==> config.mk <==
export PLATFORM = sky130hd
export DESIGN_NAME = mem_access_stage
export DESIGN_NICKNAME = d
export VERILOG_FILES = /design/src/rtl/rv32i_types.sv /design/src/rtl/load_align_ext.sv /design/src/rtl/mem_access_stage.sv
export SDC_FILE = /design/constraint.sdc
export NUM_CORES = 1
export LEC_CHECK = 0
export ABC_CLOCK_PERIOD_IN_PS = 3550
export BUFFER_PORTS_ARGS = -buffer_cell sky130_fd_sc_hd__buf_2
export CAP_MARGIN = 20
export CORE_AREA = 2 2 279 281
export DETAILED_ROUTE_END_ITERATION = 16
export DIE_AREA = 0 0 281 283
export PLACE_DENSITY_LB_ADDON = 0.15
export SYNTH_ARGS = -nofsm -noshare
export SYNTH_HDL_FRONTEND = slang
export SYNTH_SLANG_ARGS = --single-unit
==> constraint.sdc <==
create_clock -name clk -period 3.55 [get_ports clk]
set_input_delay 0.1775 -clock clk [delete_from_list [all_inputs] [get_ports clk]]
set_output_delay 0.1775 -clock clk [all_outputs]
set_load 0.05 [all_outputs]
==> src/rtl/rv32i_types.sv <==
// rtl/rv32i_types.sv - shared RV32I pipeline buffer types and MEM-stage FSM encoding
package rv32i_types;

  typedef enum logic [2:0] {
    LB  = 3'b000,
    LH  = 3'b001,
    LW  = 3'b010,
    LBU = 3'b100,
    LHU = 3'b101
  } load_funct3_t;

  typedef enum logic [2:0] {
    SB = 3'b000,
    SH = 3'b001,
    SW = 3'b010
  } store_funct3_t;

  typedef enum logic [1:0] {
    IDLE = 2'd0,
    WAIT = 2'd1,
    DONE = 2'd2
  } mem_state_t;

  typedef struct packed {
    logic        load_regfile;
    logic        mem_read;
    logic        mem_write;
    logic [2:0]  funct3;
  } ctrl_word_t;

  typedef struct packed {
    logic [31:0] pc_rdata;
    logic [31:0] insn;
    logic [31:0] mem_addr;
    logic [3:0]  mem_rmask;
    logic [3:0]  mem_wmask;
    logic [31:0] mem_rdata;
    logic [31:0] mem_wdata;
  } rvfi_data_t;

  typedef struct packed {
    ctrl_word_t  ctrl_wd;
    logic [31:0] alu_out;
    logic [31:0] mar;
    logic [31:0] mem_data_out;
    logic [31:0] u_imm;
    logic [4:0]  rd;
    rvfi_data_t  rvfi_d;
  } EX_MEM_stage_t;

  typedef struct packed {
    ctrl_word_t  ctrl_wd;
    logic [31:0] alu_out;
    logic [31:0] rdata;
    logic [31:0] u_imm;
    logic [4:0]  rd;
    rvfi_data_t  rvfi_d;
  } MEM_WB_stage_t;

endpackage

==> src/rtl/load_align_ext.sv <==
// rtl/load_align_ext.sv - selects the addressed byte/half of a load word and extends it per funct3
module load_align_ext
  import rv32i_types::*;
(
  input  logic [31:0] i_word,
  input  logic [1:0]  i_offset,
  input  logic [2:0]  i_funct3,
  output logic [31:0] o_rdata
);

  logic [31:0] w_shifted;
  logic [7:0]  w_byte;
  logic [15:0] w_half;

  assign w_shifted = i_word >> {i_offset, 3'b000};
  assign w_byte    = w_shifted[7:0];
  assign w_half    = w_shifted[15:0];

  always_comb begin
    o_rdata = i_word;
    case (i_funct3)
      LB:      o_rdata = {{24{w_byte[7]}}, w_byte};
      LBU:     o_rdata = {24'h0, w_byte};
      LH:      o_rdata = {{16{w_half[15]}}, w_half};
      LHU:     o_rdata = {16'h0, w_half};
      default: o_rdata = i_word;
    endcase
  end

endmodule

==> src/rtl/mem_access_stage.sv <==
// rtl/mem_access_stage.sv - RV32I MEM stage: data-cache access FSM, load extend, stall counter
// Optional RVFI memory-field population: define MEM_ACCESS_RVFI_EN.
module mem_access_stage
  import rv32i_types::*;
#(
  parameter int STALL_CNT_W = 32
) (
  input  logic                   clk,
  input  logic                   rst,
  input  EX_MEM_stage_t          mem_in,
  input  logic                   pipe_hold,
  input  logic                   dmem_resp,
  input  logic [31:0]            dmem_rdata,
  output logic [31:0]            dmem_address,
  output logic                   dmem_read,
  output logic                   dmem_write,
  output logic [3:0]             dmem_mbe,
  output logic [31:0]            dmem_wdata,
  output logic                   mem_stall,
  output logic                   misaligned,
  output logic [STALL_CNT_W-1:0] stall_cycles,
  output MEM_WB_stage_t          mem_out
);

  mem_state_t             r_state;
  mem_state_t             w_next_state;
  logic [31:0]            r_rdata;
  logic [STALL_CNT_W-1:0] r_stall_cnt;

  logic        w_is_read;
  logic        w_is_write;
  logic        w_is_half;
  logic        w_is_word;
  logic        w_memop;
  logic        w_capture;
  logic [31:0] w_src_word;
  logic [31:0] w_load_data;

  assign w_is_read  = mem_in.ctrl_wd.mem_read;
  assign w_is_write = mem_in.ctrl_wd.mem_write;
  assign w_is_half  = (mem_in.ctrl_wd.funct3[1:0] == 2'b01);
  assign w_is_word  = (mem_in.ctrl_wd.funct3[1:0] == 2'b10);
  assign misaligned = (w_is_read | w_is_write) &
                      ((w_is_half & mem_in.mar[0]) | (w_is_word & (mem_in.mar[1:0] != 2'b00)));
  assign w_memop    = (w_is_read | w_is_write) & ~misaligned;

  always_ff @(posedge clk) begin
    if (rst) r_state <= IDLE;
    else     r_state <= w_next_state;
  end

  // A response with no live request (e.g. late after a reset) leaves the FSM idle.
  always_comb begin
    w_next_state = r_state;
    case (r_state)
      IDLE, WAIT: begin
        if (w_memop && dmem_resp) w_next_state = pipe_hold ? DONE : IDLE;
        else if (w_memop)         w_next_state = WAIT;
        else                      w_next_state = IDLE;
      end
      DONE:    if (!pipe_hold) w_next_state = IDLE;
      default: w_next_state = IDLE;
    endcase
  end

  always_comb begin
    dmem_read  = 1'b0;
    dmem_write = 1'b0;
    mem_stall  = 1'b0;
    w_capture  = 1'b0;
    w_src_word = dmem_rdata;
    if (r_state == DONE) begin
      w_src_word = r_rdata;
    end else begin
      dmem_read  = w_memop & w_is_read;
      dmem_write = w_memop & w_is_write;
      mem_stall  = w_memop & ~dmem_resp;
      w_capture  = w_memop & dmem_resp & pipe_hold;
    end
  end

  always_ff @(posedge clk) begin
    if (rst)            r_rdata <= 32'h0;
    else if (w_capture) r_rdata <= dmem_rdata;
  end

  always_ff @(posedge clk) begin
    if (rst)                            r_stall_cnt <= '0;
    else if (mem_stall && !(&r_stall_cnt)) r_stall_cnt <= r_stall_cnt + {{(STALL_CNT_W-1){1'b0}}, 1'b1};
  end

  assign stall_cycles = r_stall_cnt;
  assign dmem_address = {mem_in.mar[31:2], 2'b00};
  assign dmem_wdata   = mem_in.mem_data_out;

  always_comb begin
    dmem_mbe = 4'b0000;
    if (w_memop && w_is_write) begin
      case (mem_in.ctrl_wd.funct3)
        SB:      dmem_mbe = 4'b0001 << mem_in.mar[1:0];
        SH:      dmem_mbe = 4'b0011 << mem_in.mar[1:0];
        default: dmem_mbe = 4'b1111;
      endcase
    end else if (w_memop) begin
      dmem_mbe = 4'b1111;
    end
  end

  load_align_ext u_load_align_ext (
    .i_word   (w_src_word),
    .i_offset (mem_in.mar[1:0]),
    .i_funct3 (mem_in.ctrl_wd.funct3),
    .o_rdata  (w_load_data)
  );

  always_comb begin
    mem_out         = '0;
    mem_out.ctrl_wd = mem_in.ctrl_wd;
    mem_out.alu_out = mem_in.alu_out;
    mem_out.rdata   = w_load_data;
    mem_out.u_imm   = mem_in.u_imm;
    mem_out.rd      = mem_in.rd;
    mem_out.rvfi_d  = mem_in.rvfi_d;
    if (misaligned) mem_out.ctrl_wd.load_regfile = 1'b0;
`ifdef MEM_ACCESS_RVFI_EN
    mem_out.rvfi_d.mem_addr  = dmem_address;
    mem_out.rvfi_d.mem_rmask = (w_memop & w_is_read)  ? dmem_mbe : 4'b0000;
    mem_out.rvfi_d.mem_wmask = (w_memop & w_is_write) ? dmem_mbe : 4'b0000;
    mem_out.rvfi_d.mem_rdata = w_src_word;
    mem_out.rvfi_d.mem_wdata = dmem_wdata;
`endif
  end

endmodule
Word-level counts from Yosys, hierarchy flattened
Index checks and enable logic that the tools add are counted.
{"block": "totals", "input_bits": 343, "wordCells": 52, "output_inout_bits": 379, "ff_bits": 66}
{"block": "classes", "muxes": 15, "shifts": 3, "addsub": 1, "bitwise": 13, "eq_ne": 8, "reduce_logical": 9}
{"op": "$pmux W32 S4", "count": 1}
{"op": "$add A32 B1 Y32 const B", "count": 1}
{"op": "$mux W32", "count": 1}
{"op": "$reduce_and A32 Y1", "count": 1}
{"op": "$shr A32 B5 Y16", "count": 1}
{"op": "$and A1 B1 Y1", "count": 9}
{"op": "$mux W4", "count": 2}
{"op": "$pmux W4 S2", "count": 1}
{"op": "$eq A3 B3 Y1 const B", "count": 2}
{"op": "$mux W1", "count": 6}
{"op": "$mux W2", "count": 3}
{"op": "$eq A2 B1 Y1 const B", "count": 2}
{"op": "$eq A2 B2 Y1 const B", "count": 2}
{"op": "$pmux W2 S2", "count": 1}
{"op": "$shl A1 B2 Y4 const A", "count": 1}
{"op": "$shl A2 B2 Y4 const A", "count": 1}
{"op": "$eq A3 B1 Y1 const B", "count": 1}
{"op": "$logic_and A1 B1 Y1", "count": 3}
{"op": "$logic_not A3 Y1", "count": 1}
{"op": "$logic_not A2 Y1", "count": 1}
{"op": "$ne A2 B2 Y1 const B", "count": 1}
{"op": "$not A1 Y1", "count": 2}
{"op": "$or A1 B1 Y1", "count": 2}
{"op": "$reduce_bool A2 Y1", "count": 1}
{"op": "other kinds (2)", "count": 2}

Depth between registers and ports, before layout
{"block": "depth", "word_depth": 9, "ltp_mapped": 8, "mapped_depth_nobuf": 6}

Cells and area by module
Synthesis repeated with hierarchy kept, for this count alone.
{"block": "unflattened", "hier_cells": 864, "hier_area_um2": 6437.4}
{"module": "mem_access_stage", "cells_each": 753, "instances": 1, "seq_area_each_um2": 1321.3, "area_each_um2": 5721.7}
{"module": "load_align_ext", "cells_each": 111, "instances": 1, "seq_area_each_um2": 0.0, "area_each_um2": 715.7}

Least setup slack after synthesis
OpenSTA, ideal clock, no wires.
{"block": "synth_timing", "kind": "reg2out", "start": "register r_state[0]", "end": "output mem_out[232] (netlist name)", "stages_incl_launch_ff": 7, "t_arrival_ns": 2.413, "n_path_buf": 3, "slack_ns": 0.959, "t_required_ns": 3.372, "path_cell_list": "dfxtp_1 > nand2b_1 > buf_2 > buf_2 > clkbuf_1 > mux2i_1 > o21ai_0"}
{"item": "start, declared", "line_no": "mem_access_stage.sv:25", "source": "mem_state_t r_state;"}
{"item": "start signal, assigned", "line_no": "mem_access_stage.sv:49", "source": "else r_state <= w_next_state;"}
{"item": "end, declared", "line_no": "mem_access_stage.sv:22", "source": "output MEM_WB_stage_t mem_out"}

Worst setup path after layout
{"block": "layout_timing", "start": "register r_state[1]", "end": "output mem_stall"}
{"block": "layout_via", "elab_chain_len": 2}
{"item": "$eq A2 B2 Y1", "line_no": "mem_access_stage.sv:72", "source": "if (r_state == DONE) begin"}
{"item": "$mux W1", "line_no": "mem_access_stage.sv:72"}
{"item": "end, declared", "line_no": "mem_access_stage.sv:19", "source": "output logic mem_stall,"}
No other way between the ends.

==> impl_metrics.ini <==
[power_and_ir_drop]
total_power_mw = 2.24
power_leakage_nw = 2.37
irDropWorstVdd_mv = 0.177
p_per_area_nw_per_um2 = 358

[synth]
yosysUniqueCellTypes = 54
synth_ff_type = dfxtp_1
synth-simple-area-share = 0.164
async_flop_share = 0
synth_top_area_frac = 0.360
synth-xor-area-share = 0.00136
synthCells = 813
synth_edf_count = 0
ys_ff_latch = 66
synth_fa_ha_area_frac = 0.00194
synth_top_family_by_area = buffers and inverters
seq_area_frac_synth = 0.205
synth_area_per_cell_sq_um = 7.93
synth_compound_area_frac = 0.120
yosysWarnings = 0
synth_mux_area_frac = 0.110
yosysTopAreaCell = buf_4
synthesis.area_sq_um = 6450
netlist_top_cells_area = buf_4, dfxtp_1, mux2i_1

[timing]
tns_ns = 0
rsz0062_at_grt = false
period_needed_ns = 2.82
finalHoldViolCount = 0
timing.slew.headroom = 0.291
worst_pin_slew_ns = 1.06
fin_skew_ns = 0.0186
finalSetupViolCount = 0
final_max_slew_viol_count = 0
max_freq_mhz = 355
min_period_over_period = 0.794

[routing]
ant_nets = 0
met2_length_mm = 11.9
num_vias = 4780
drc = 0
wl_met3_mm = 3.66
top_layer = met5
routed_wl_mm = 29.3
dr.pass1.iters = 4
met1_length_mm = 12.3
vias_per_cell = 2.87
drt_iter0_drc = 230
wl_per_cell_um = 17.6

[place]
hpwl_mm = 23.6
dp_cells = 1647
place.gp.congestion = 0.684
portBuffers = 121

[die]
die_height_um = 283
start_util = 0.0841
core_sq_um = 76700
dieArea_sq_um = 79500
fp.dieW_um = 281
rows = 102
ioPinCount = 722

[cts]
path_clk_slew_ns = 0.07
clock_path_buffers = 2
cts_tree = yes
cts_resized = 0
clock-sinks = 66
cts-buffers-inserted = 9
postCtsSetupRepairBufs = 0
clock_latency_ns = 0.37
cts_hold_buf = 0
cts.root.buffer_cell = clkbuf_16
htreeDepth = 3

[worst_setup_path]
criticalPathCategory = register to primary output
r2r-start = r_state[1]$_SDFFE_PP0P_
slowest_delay_ns = 0.87
cp.required_ns = 3.37
reg2regPathDepth = 5
rrSetupSlack_ns = 0.95
crit_path_start_kind = register
worstPathCellList = nor2b_1 > a221oi_4 > nand2_2 > inv_1 > buf_2
cp_max_fo = 26
cp.arrival_ns = 2.64
r2r_end = r_rdata[25]$_SDFFE_PP0P_
slowest_stage = nor2b_1
end_kind = primary output

[cells_and_area]
n_antenna_cell = 0
fin_util = 0.0817
fin_nets = 963
final_common_cell = buf_2
fill_cells = 9021
synthToLayoutAreaGrowth_pct = -2.79
drive_gt1_frac = 0.292
fin_cells = 1663
mostFrequentLayoutCells = buf_2, dfxtp_1, mux2i_1

[grt]
grt_overflow = 0
grtUsageTotal = 0.0722
antenna_found_initial = 12
grt_max_degree = 41
grt_pass1_wl_mm = 39.8
grt_pass1_vias = 4910

[hold_path]
worstHoldEndpoint = r_rdata[12]$_SDFFE_PP0P_
hold_class = input pin to register
min_from = dmem_rdata[12]
hold_depth = 3

[flow_run]
max_cap_violations = 0

[outcome]
status = finished clean
logic make-up after synthesis:
kind of cell / count (synthesis)
buf+inv: 355
simple gates: 201
compound gates: 120
mux: 68
flops: 66
fa+ha+maj: 1
other cells: 1
xor+xnor: 1
synthesized netlist by cell type, types with 5 or more instances:
cell	count
buf_4	309
dfxtp_1	66
mux2i_1	54
nor2_1	53
nand2_1	47
a21oi_1	34
o21ai_0	27
clkbuf_1	21
o31ai_1	17
or4_1	17
nand4_1	12
or3_1	10
buf_2	9
inv_1	9
mux2_2	9
nand3_1	9
nor2b_1	9
or2_2	9
a31oi_1	8
a32oi_1	7
o211ai_1	7
o22ai_1	7
and2_1	5
nor3_1	5
nor4_1	5
report_power, final:
group          internal (mW)  switching (mW)  total (mW)
Sequential             0.758         0.00978       0.767
Clock                  0.507           0.409       0.916
Combinational          0.143           0.416       0.559
registers in the layout, indices dropped and copies added (netlist names):
register	cells
stall_cycles	32
r_state	2
r_rdata	32
cell type report:
| cell class | count | area [sq um] | share of cell area |
|---|---|---|---|
| multi-input cells | 393 | 2570 | 0.411 |
| flip-flops and latches | 66 | 1320 | 0.211 |
| clock buffers | 11 | 253 | 0.0403 |
| repair buffers | 139 | 753 | 0.120 |
| well taps | 1040 | 1300 | 0.208 |
| clock inverters | 4 | 27.5 | 0.00439 |
| inverters | 10 | 37.5 | 0.00599 |
worst max path at each step:
stage	end	start	slack, ns	cells after the start
floorplan	mem_out[232]	r_state[0]$_SDFFE_PP0P_	0.96	6
global placement	r_rdata[17]$_SDFFE_PP0P_	r_state[1]$_SDFFE_PP0P_	0.89	5
detailed placement	r_rdata[14]$_SDFFE_PP0P_	r_state[1]$_SDFFE_PP0P_	0.87	5
CTS	mem_stall	r_state[1]$_SDFFE_PP0P_	0.60	5
global route	mem_out[220]	r_state[1]$_SDFFE_PP0P_	0.43	6
finish	mem_stall	r_state[1]$_SDFFE_PP0P_	0.73	5
per-stage QoR:
stage                     setup slack, ns  hold WS, ns  area [sq um]
after floorplan                     0.959        0.256          6450
after global placement              0.890        0.355          5980
after detailed placement            0.873        0.355          5980
after CTS                           0.597       0.0359          6260
after global routing                0.429       0.0508          6270
final                               0.730       0.0677          6270
routing by layer:
layer,global-route usage,up-vias
li1,-,2098
met1,0.0860,2202
met2,0.101,347
met3,0.0432,127
met4,0.0362,6
met5,0.00122,-
worst max-delay path, delay by kind of cell (launching register included):
family                 cells  cell delay [ns]
and+or+nand+nor            2             1.31
buffers and inverters      2             0.38
AOI/OAI and AO/OA          1             0.16
DFF                        1             0.43
Power figures use the tool's default switching activity.
